[src/rtl/sdram_qos_arb.sv]
// sdram_qos_arb: shares one sdram_core_32bit request interface among NPORTS
// requesters. Fixed priority (port 0 highest) by default; ports stalled for
// MAX_WAIT cycles become urgent and are served round-robin. A tag FIFO steers
// in-order read acks back to the issuing port.
module sdram_qos_arb #(
  parameter int NPORTS   = 4,
  parameter int ADDR_W   = 32,
  parameter int DATA_W   = 32,
  parameter int MAX_WAIT = 64,
  parameter int RD_DEPTH = 4
) (
  input  logic                         clk,
  input  logic                         rst_n,
  input  logic [NPORTS*ADDR_W-1:0]     req_addr,
  input  logic [NPORTS*DATA_W-1:0]     req_write_data,
  input  logic [NPORTS*DATA_W/8-1:0]   req_wr,
  input  logic [NPORTS-1:0]            req_rd,
  output logic [NPORTS-1:0]            req_accept,
  output logic [NPORTS-1:0]            req_ack,
  output logic [DATA_W-1:0]            req_read_data,
  output logic [ADDR_W-1:0]            core_addr,
  output logic [DATA_W-1:0]            core_write_data,
  output logic [DATA_W/8-1:0]          core_wr,
  output logic                         core_rd,
  input  logic                         core_accept,
  input  logic                         core_ack,
  input  logic [DATA_W-1:0]            core_read_data,
  output logic [$clog2(NPORTS)-1:0]    grant_id,
  output logic                         err_orphan_ack
);

  localparam int BE_W = DATA_W / 8;
  localparam int ID_W = $clog2(NPORTS);
  localparam int CW   = $clog2(MAX_WAIT + 1);
  localparam int PW   = (RD_DEPTH > 1) ? $clog2(RD_DEPTH) : 1;

  localparam logic [0:0] S_IDLE   = 1'b0;
  localparam logic [0:0] S_LOCKED = 1'b1;

  logic [0:0]        state;
  logic [ID_W-1:0]   lock_id;
  logic [ID_W-1:0]   rr_ptr;
  logic [CW-1:0]     wait_cnt [NPORTS];
  logic [ID_W-1:0]   tag_mem  [RD_DEPTH];
  logic [PW-1:0]     wr_ptr, rd_ptr;
  logic [PW:0]       tag_cnt;
  logic              fifo_full, fifo_empty;
  logic [NPORTS-1:0] is_wr, is_req, eligible, urgent;
  logic              win_vld, sel_vld, acc_fire, push, pop;
  logic [ID_W-1:0]   win_id, sel_id, head_tag;

  assign fifo_full  = (tag_cnt == (PW+1)'(RD_DEPTH));
  assign fifo_empty = (tag_cnt == '0);
  assign head_tag   = tag_mem[rd_ptr];

  // Per-port request decode: write wins over read, reads need a free tag slot
  always_comb begin
    for (int unsigned i = 0; i < NPORTS; i++) begin
      is_wr[i]    = |req_wr[i*BE_W +: BE_W];
      is_req[i]   = is_wr[i] | req_rd[i];
      eligible[i] = is_wr[i] | (req_rd[i] & ~fifo_full);
      urgent[i]   = (wait_cnt[i] == CW'(MAX_WAIT));
    end
  end

  // Winner selection: round-robin among urgent ports after rr_ptr, else lowest index
  always_comb begin
    logic [ID_W-1:0] idx;
    win_vld = 1'b0;
    win_id  = '0;
    idx     = '0;
    if (|(urgent & eligible)) begin
      for (int unsigned k = 1; k <= NPORTS; k++) begin
        idx = ID_W'((32'(rr_ptr) + k) % NPORTS);
        if (!win_vld && urgent[idx] && eligible[idx]) begin
          win_vld = 1'b1;
          win_id  = idx;
        end
      end
    end else begin
      for (int unsigned i = 0; i < NPORTS; i++) begin
        if (!win_vld && eligible[i]) begin
          win_vld = 1'b1;
          win_id  = ID_W'(i);
        end
      end
    end
  end

  // Port presented to the core: locked port holds the bus until accepted
  always_comb begin
    if (state == S_LOCKED) begin
      sel_id  = lock_id;
      sel_vld = rst_n & is_req[lock_id];
    end else begin
      sel_id  = win_id;
      sel_vld = rst_n & win_vld;
    end
    core_addr       = sel_vld ? req_addr[int'(sel_id)*ADDR_W +: ADDR_W] : '0;
    core_write_data = sel_vld ? req_write_data[int'(sel_id)*DATA_W +: DATA_W] : '0;
    core_wr         = sel_vld ? req_wr[int'(sel_id)*BE_W +: BE_W] : '0;
    core_rd         = sel_vld & ~is_wr[sel_id] & req_rd[sel_id];
    grant_id        = sel_vld ? sel_id : '0;
    acc_fire        = sel_vld & core_accept;
    push            = acc_fire & core_rd;
    pop             = core_ack & ~fifo_empty;
    req_read_data   = core_read_data;
    for (int unsigned i = 0; i < NPORTS; i++) begin
      req_accept[i] = acc_fire && (sel_id == ID_W'(i));
      req_ack[i]    = pop && (head_tag == ID_W'(i));
    end
  end

  // Arbitration FSM, wait counters and round-robin pointer
  always_ff @(posedge clk or negedge rst_n) begin
    if (!rst_n) begin
      state   <= S_IDLE;
      lock_id <= '0;
      rr_ptr  <= '0;
      for (int unsigned i = 0; i < NPORTS; i++) wait_cnt[i] <= '0;
    end else begin
      case (state)
        S_IDLE:
          if (win_vld && !core_accept) begin
            lock_id <= win_id;
            state   <= S_LOCKED;
          end
        default:
          if (!is_req[lock_id] || core_accept) state <= S_IDLE;
      endcase
      if (acc_fire && urgent[sel_id]) rr_ptr <= sel_id;
      for (int unsigned i = 0; i < NPORTS; i++) begin
        if ((acc_fire && sel_id == ID_W'(i)) || !is_req[i])
          wait_cnt[i] <= '0;
        else if (wait_cnt[i] != CW'(MAX_WAIT))
          wait_cnt[i] <= wait_cnt[i] + CW'(1);
      end
    end
  end

  // Tag FIFO pointers, occupancy and sticky orphan-ack flag
  always_ff @(posedge clk or negedge rst_n) begin
    if (!rst_n) begin
      wr_ptr         <= '0;
      rd_ptr         <= '0;
      tag_cnt        <= '0;
      err_orphan_ack <= 1'b0;
    end else begin
      if (push) wr_ptr <= (wr_ptr == PW'(RD_DEPTH-1)) ? '0 : wr_ptr + PW'(1);
      if (pop)  rd_ptr <= (rd_ptr == PW'(RD_DEPTH-1)) ? '0 : rd_ptr + PW'(1);
      if (push && !pop)      tag_cnt <= tag_cnt + (PW+1)'(1);
      else if (pop && !push) tag_cnt <= tag_cnt - (PW+1)'(1);
      if (core_ack && fifo_empty) err_orphan_ack <= 1'b1;
    end
  end

  // Tag storage: contents are don't-care while unoccupied, so no reset
  always_ff @(posedge clk) begin
    if (push) tag_mem[wr_ptr] <= sel_id;
  end

endmodule

[config.mk]
export PLATFORM = sky130hd
export DESIGN_NAME = sdram_qos_arb
export DESIGN_NICKNAME = d
export VERILOG_FILES = /design/src/rtl/sdram_qos_arb.sv
export SDC_FILE = /design/constraint.sdc
export NUM_CORES = 1
export LEC_CHECK = 0
export CAP_MARGIN = 20
export CORE_AREA = 8 8 157 159
export CTS_BUF_LIST = sky130_fd_sc_hd__clkbuf_16
export CTS_CLUSTER_SIZE = 14
export DETAILED_ROUTE_END_ITERATION = 16
export DIE_AREA = 0 0 165 167
export PLACE_DENSITY = 0.69
export SETUP_SLACK_MARGIN = 0.4
export SLEW_MARGIN = 5
export SYNTH_ARGS = -nofsm -noshare
export SYNTH_HDL_FRONTEND = slang
export SYNTH_SLANG_ARGS = --single-unit
[constraint.sdc]
create_clock -name clk -period 4.2 [get_ports clk]
set_clock_uncertainty 0.1 [all_clocks]
set_input_delay 1.05 -clock clk [delete_from_list [all_inputs] [get_ports clk]]
set_output_delay 1.05 -clock clk [all_outputs]
set_load 0.05 [all_outputs]
==> results of run 1 <==
-- final cells by class --
type	instances	area, um2
antenna	4	10.0
clock buffer	5	125
clock inverter	3	42.5
fill	1688	8850
inverter	24	103
multi-input combinational	428	5480
sequential	49	1270
tap	285	357
timing repair buffer	529	6000
-- cell usage after synthesis (all sizes together), types with 8 or more instances --
library cell / count
a21oi: 12
buf: 61
dfrtp: 41
edfxtp: 8
ha: 14
inv: 24
mux2i: 142
nand2: 23
nand2b: 8
nand3: 8
nor2: 43
nor3: 9
o21ai: 8
o22ai: 70
xnor2: 13
xor2: 10
-- power groups by stage --
stage / logic [mW] / registers [mW] / clock network, mW
6_report: 2.84 / 0.764 / 0.469
5_1_grt: 3.00 / 0.788 / 0.504
4_1_cts: 2.63 / 0.760 / 0.481
3_5_place_dp: 2.19 / 0.769 / 0
3_3_place_gp: 2.16 / 0.761 / 0
2_1_floorplan: 1.41 / 0.778 / 0
-- worst min path at each step --
| stage | cells after the start | startpoint | end | slack, ns |
|---|---|---|---|---|
| after detailed placement | 1 | err_orphan_ack | err_orphan_ack | 0.36 |
| after global placement | 1 | err_orphan_ack | err_orphan_ack | 0.34 |
| after global routing | 1 | err_orphan_ack | err_orphan_ack | 0.41 |
| after CTS | 1 | err_orphan_ack | err_orphan_ack | 0.38 |
| after floorplan | 1 | tag_cnt[2] | tag_cnt[2] | 0.37 |
| final | 1 | err_orphan_ack | err_orphan_ack | 0.37 |
-- cells by family after synthesis --
kind of cell,Yosys count
adder cells (fa/ha/maj),15
AND/OR/NAND/NOR,125
XOR/XNOR,23
multiplexers,149
AO/OA/AOI/OAI,115
flip-flops,49
buffers and inverters,92
-- registers in the layout, indices dropped and copies added, names as in the netlist --
| name | cells |
|---|---|
| lock_id | 2 |
| tag_cnt | 3 |
| wr_ptr | 2 |
| state | 1 |
| rd_ptr | 2 |
| tag_mem | 8 |
| wait_cnt | 28 |
| err_orphan_ack | 1 |
| rr_ptr | 2 |
-- per-layer routing --
metal	part of all wire	wire length (um)	GRT usage
met3	0.10	3560	0.0833
met2	0.45	15700	0.363
met5	0.0016	55	0
met4	0.015	514	0.0443
met1	0.43	15000	0.328
-- critical path, delay by kind of cell --
kind                   cells  cell delay (ns)
AND/OR/NAND/NOR            1             0.55
multiplexers               1             0.12
AO/OA/AOI/OAI              5             0.90
buffers and inverters      8             1.12
-- timing repair --
item                       CTS  global route
pin swaps                   62            60
gates resized for setup    345            98
setup endpoints to repair  118           117
cloned                      16             6
buffers inserted            33             5
==> impl_metrics.yaml, run 1 <==
setup_path:
  critical_path_class: "input pin to output pin"
  arrival_ns: 3.76
  critical_path_required_ns: 3.05
  reg2reg_depth: 20
  startpoint_type: "input pin"
  end_kind: "output pin"
  endpoint: "core_addr[19]"
  cpMostUsedCell: "buf_12"
  crit_path_max_incr_delay_ns: 0.55
  reg2reg_slack_ns: 0.07
  cpMaxStageDelayCell: "or4_4"
  rr_endpoint: "tag_cnt[2]"
  cp-startpoint: "req_wr[15]"
  cp_max_fo: 6
  reg2reg_from: "tag_cnt[0]"
  crit_chain: "buf_6 > or4_4 > a21oi_4 > o22ai_4 > a221oi_2 > buf_4 > o31ai_4 > buf_6 > buf_12 > buf_12 > buf_12 > mux2i_1 > buf_4 > o22ai_4 > buf_8"
clocking:
  clockBufferDepth: 2
  clk_pin_slew_ns: 0.07
  cts_hold_buf: 0
  h-tree-depth: 2
  root_buffer: "clkbuf_16"
  cts.sinks: 49
  clkLatencyLatePin_ns: 0.30
  cts_tree: "done"
  cts_buffers: 5
timing:
  rsz0062_at_grt: "yes"
  slew_violations: 0
  worstMarginPinSlew_ns: 0.916
  hold_ws_ns: 0.373
  finalHoldViolCount: 0
  finalWorstSetupSlack_ns: -0.713
  max_slew_margin: 0.381
  finalSetupViolCount: 87
  period_minus_slack_ns: 4.91
  fin_crit_sh: 1.17
  final.setup.tns_ns: -47.74
  max_freq_ghz: 0.204
die:
  die_area_um2: 27600
  ios: 424
  die-height_um: 167
  core_area_um2: 22200
  num_rows: 55
  start_util: 0.239
  die_w_um: 165
synthesis:
  seq_area_frac_synth: 0.239
  avgSynthCellArea_um2: 9.34
  synthAdderAreaFrac: 0.0368
  yosys.area.top_type: "mux2i_1"
  async_reset_ff_frac: 0.837
  synth_xor_xnor_area_share: 0.0380
  yosysUniqueCellTypes: 63
  synth_edf_count: 8
  ys_warn_count: 0
  yosysTopAreaCellShare: 0.268
  synth_top_family_by_area: "multiplexers"
  ys_dominant_reg_cell: "dfrtp_1"
  synth_mux_area_frac: 0.289
  synth_area_leaders: "mux2i_1 (27%), dfrtp_1 (19%), o22ai_1 (7.0%)"
  synth-seq-cells: 49
  synthCells: 568
  synth_compound_area_frac: 0.167
  synth_fp_nets: 895
  syn_area_um2: 5310
  synth-simple-area-share: 0.127
run:
  max_cap_violations: 0
cells_and_area:
  final_common_cell: "clkdlybuf4s50_1"
  drive_gt1_frac: 0.487
  design_area_um2: 13400
  final_nets: 1364
  instances_no_fill: 1327
  final_cell_mix: "clkdlybuf4s50_1 (259), buf_4 (89), buf_6 (76)"
  area_delta_synth_final_pct: 152
  final_util: 0.602
power:
  seq_power_share: 0.187
  p_total_mw: 4.07
  cellLeakagePower_nw: 4.83
  p_switching_mw: 1.71
  sw_frac_of_total: 0.419
  p_int_mw: 2.37
  p_comb_frac: 0.697
  power_density_nw_per_um2: 305
  pwr-share-clk: 0.115
  ir_drop_v: 0.000199
min_path:
  hp-class: "register to register"
global_routing:
  grt_first_pass_wirelength_um: 48800
  antenna_found_initial: 10
  grt_overflow_total: 0
  grt_max_degree: 42
  grt_util_all_layers: 0.241
  grt_pass1_vias: 7091
status:
  status: "finished, violations left"
  violations: "setup timing"
detailed_routing:
  drc_errors: 0
  vias: 6558
  via_per_inst: 4.94
  wirelength_um: 34900
  antenna_left: 0
  first_pass_iters: 5
  drt_iter0_markers: 424
  wire_per_inst_um: 26.3
placed_design:
  pre_cts_ws_ns: -1.10
  placed_cell_area_um2: 10600
  dp_hpwl_um: 26800
  numPortBuffers: 359
  place_congestion: 0.927
  dp.cells: 1255
No activity file was read; power rests on OpenSTA's default activity.
==> run 2: changes to the inputs <==
Settings changed: CAP_MARGIN 20 to not set, SLEW_MARGIN 5 to 20.
==> results of run 2 <==
No change in the layout: final DEF, timing and power equal those of run 1.
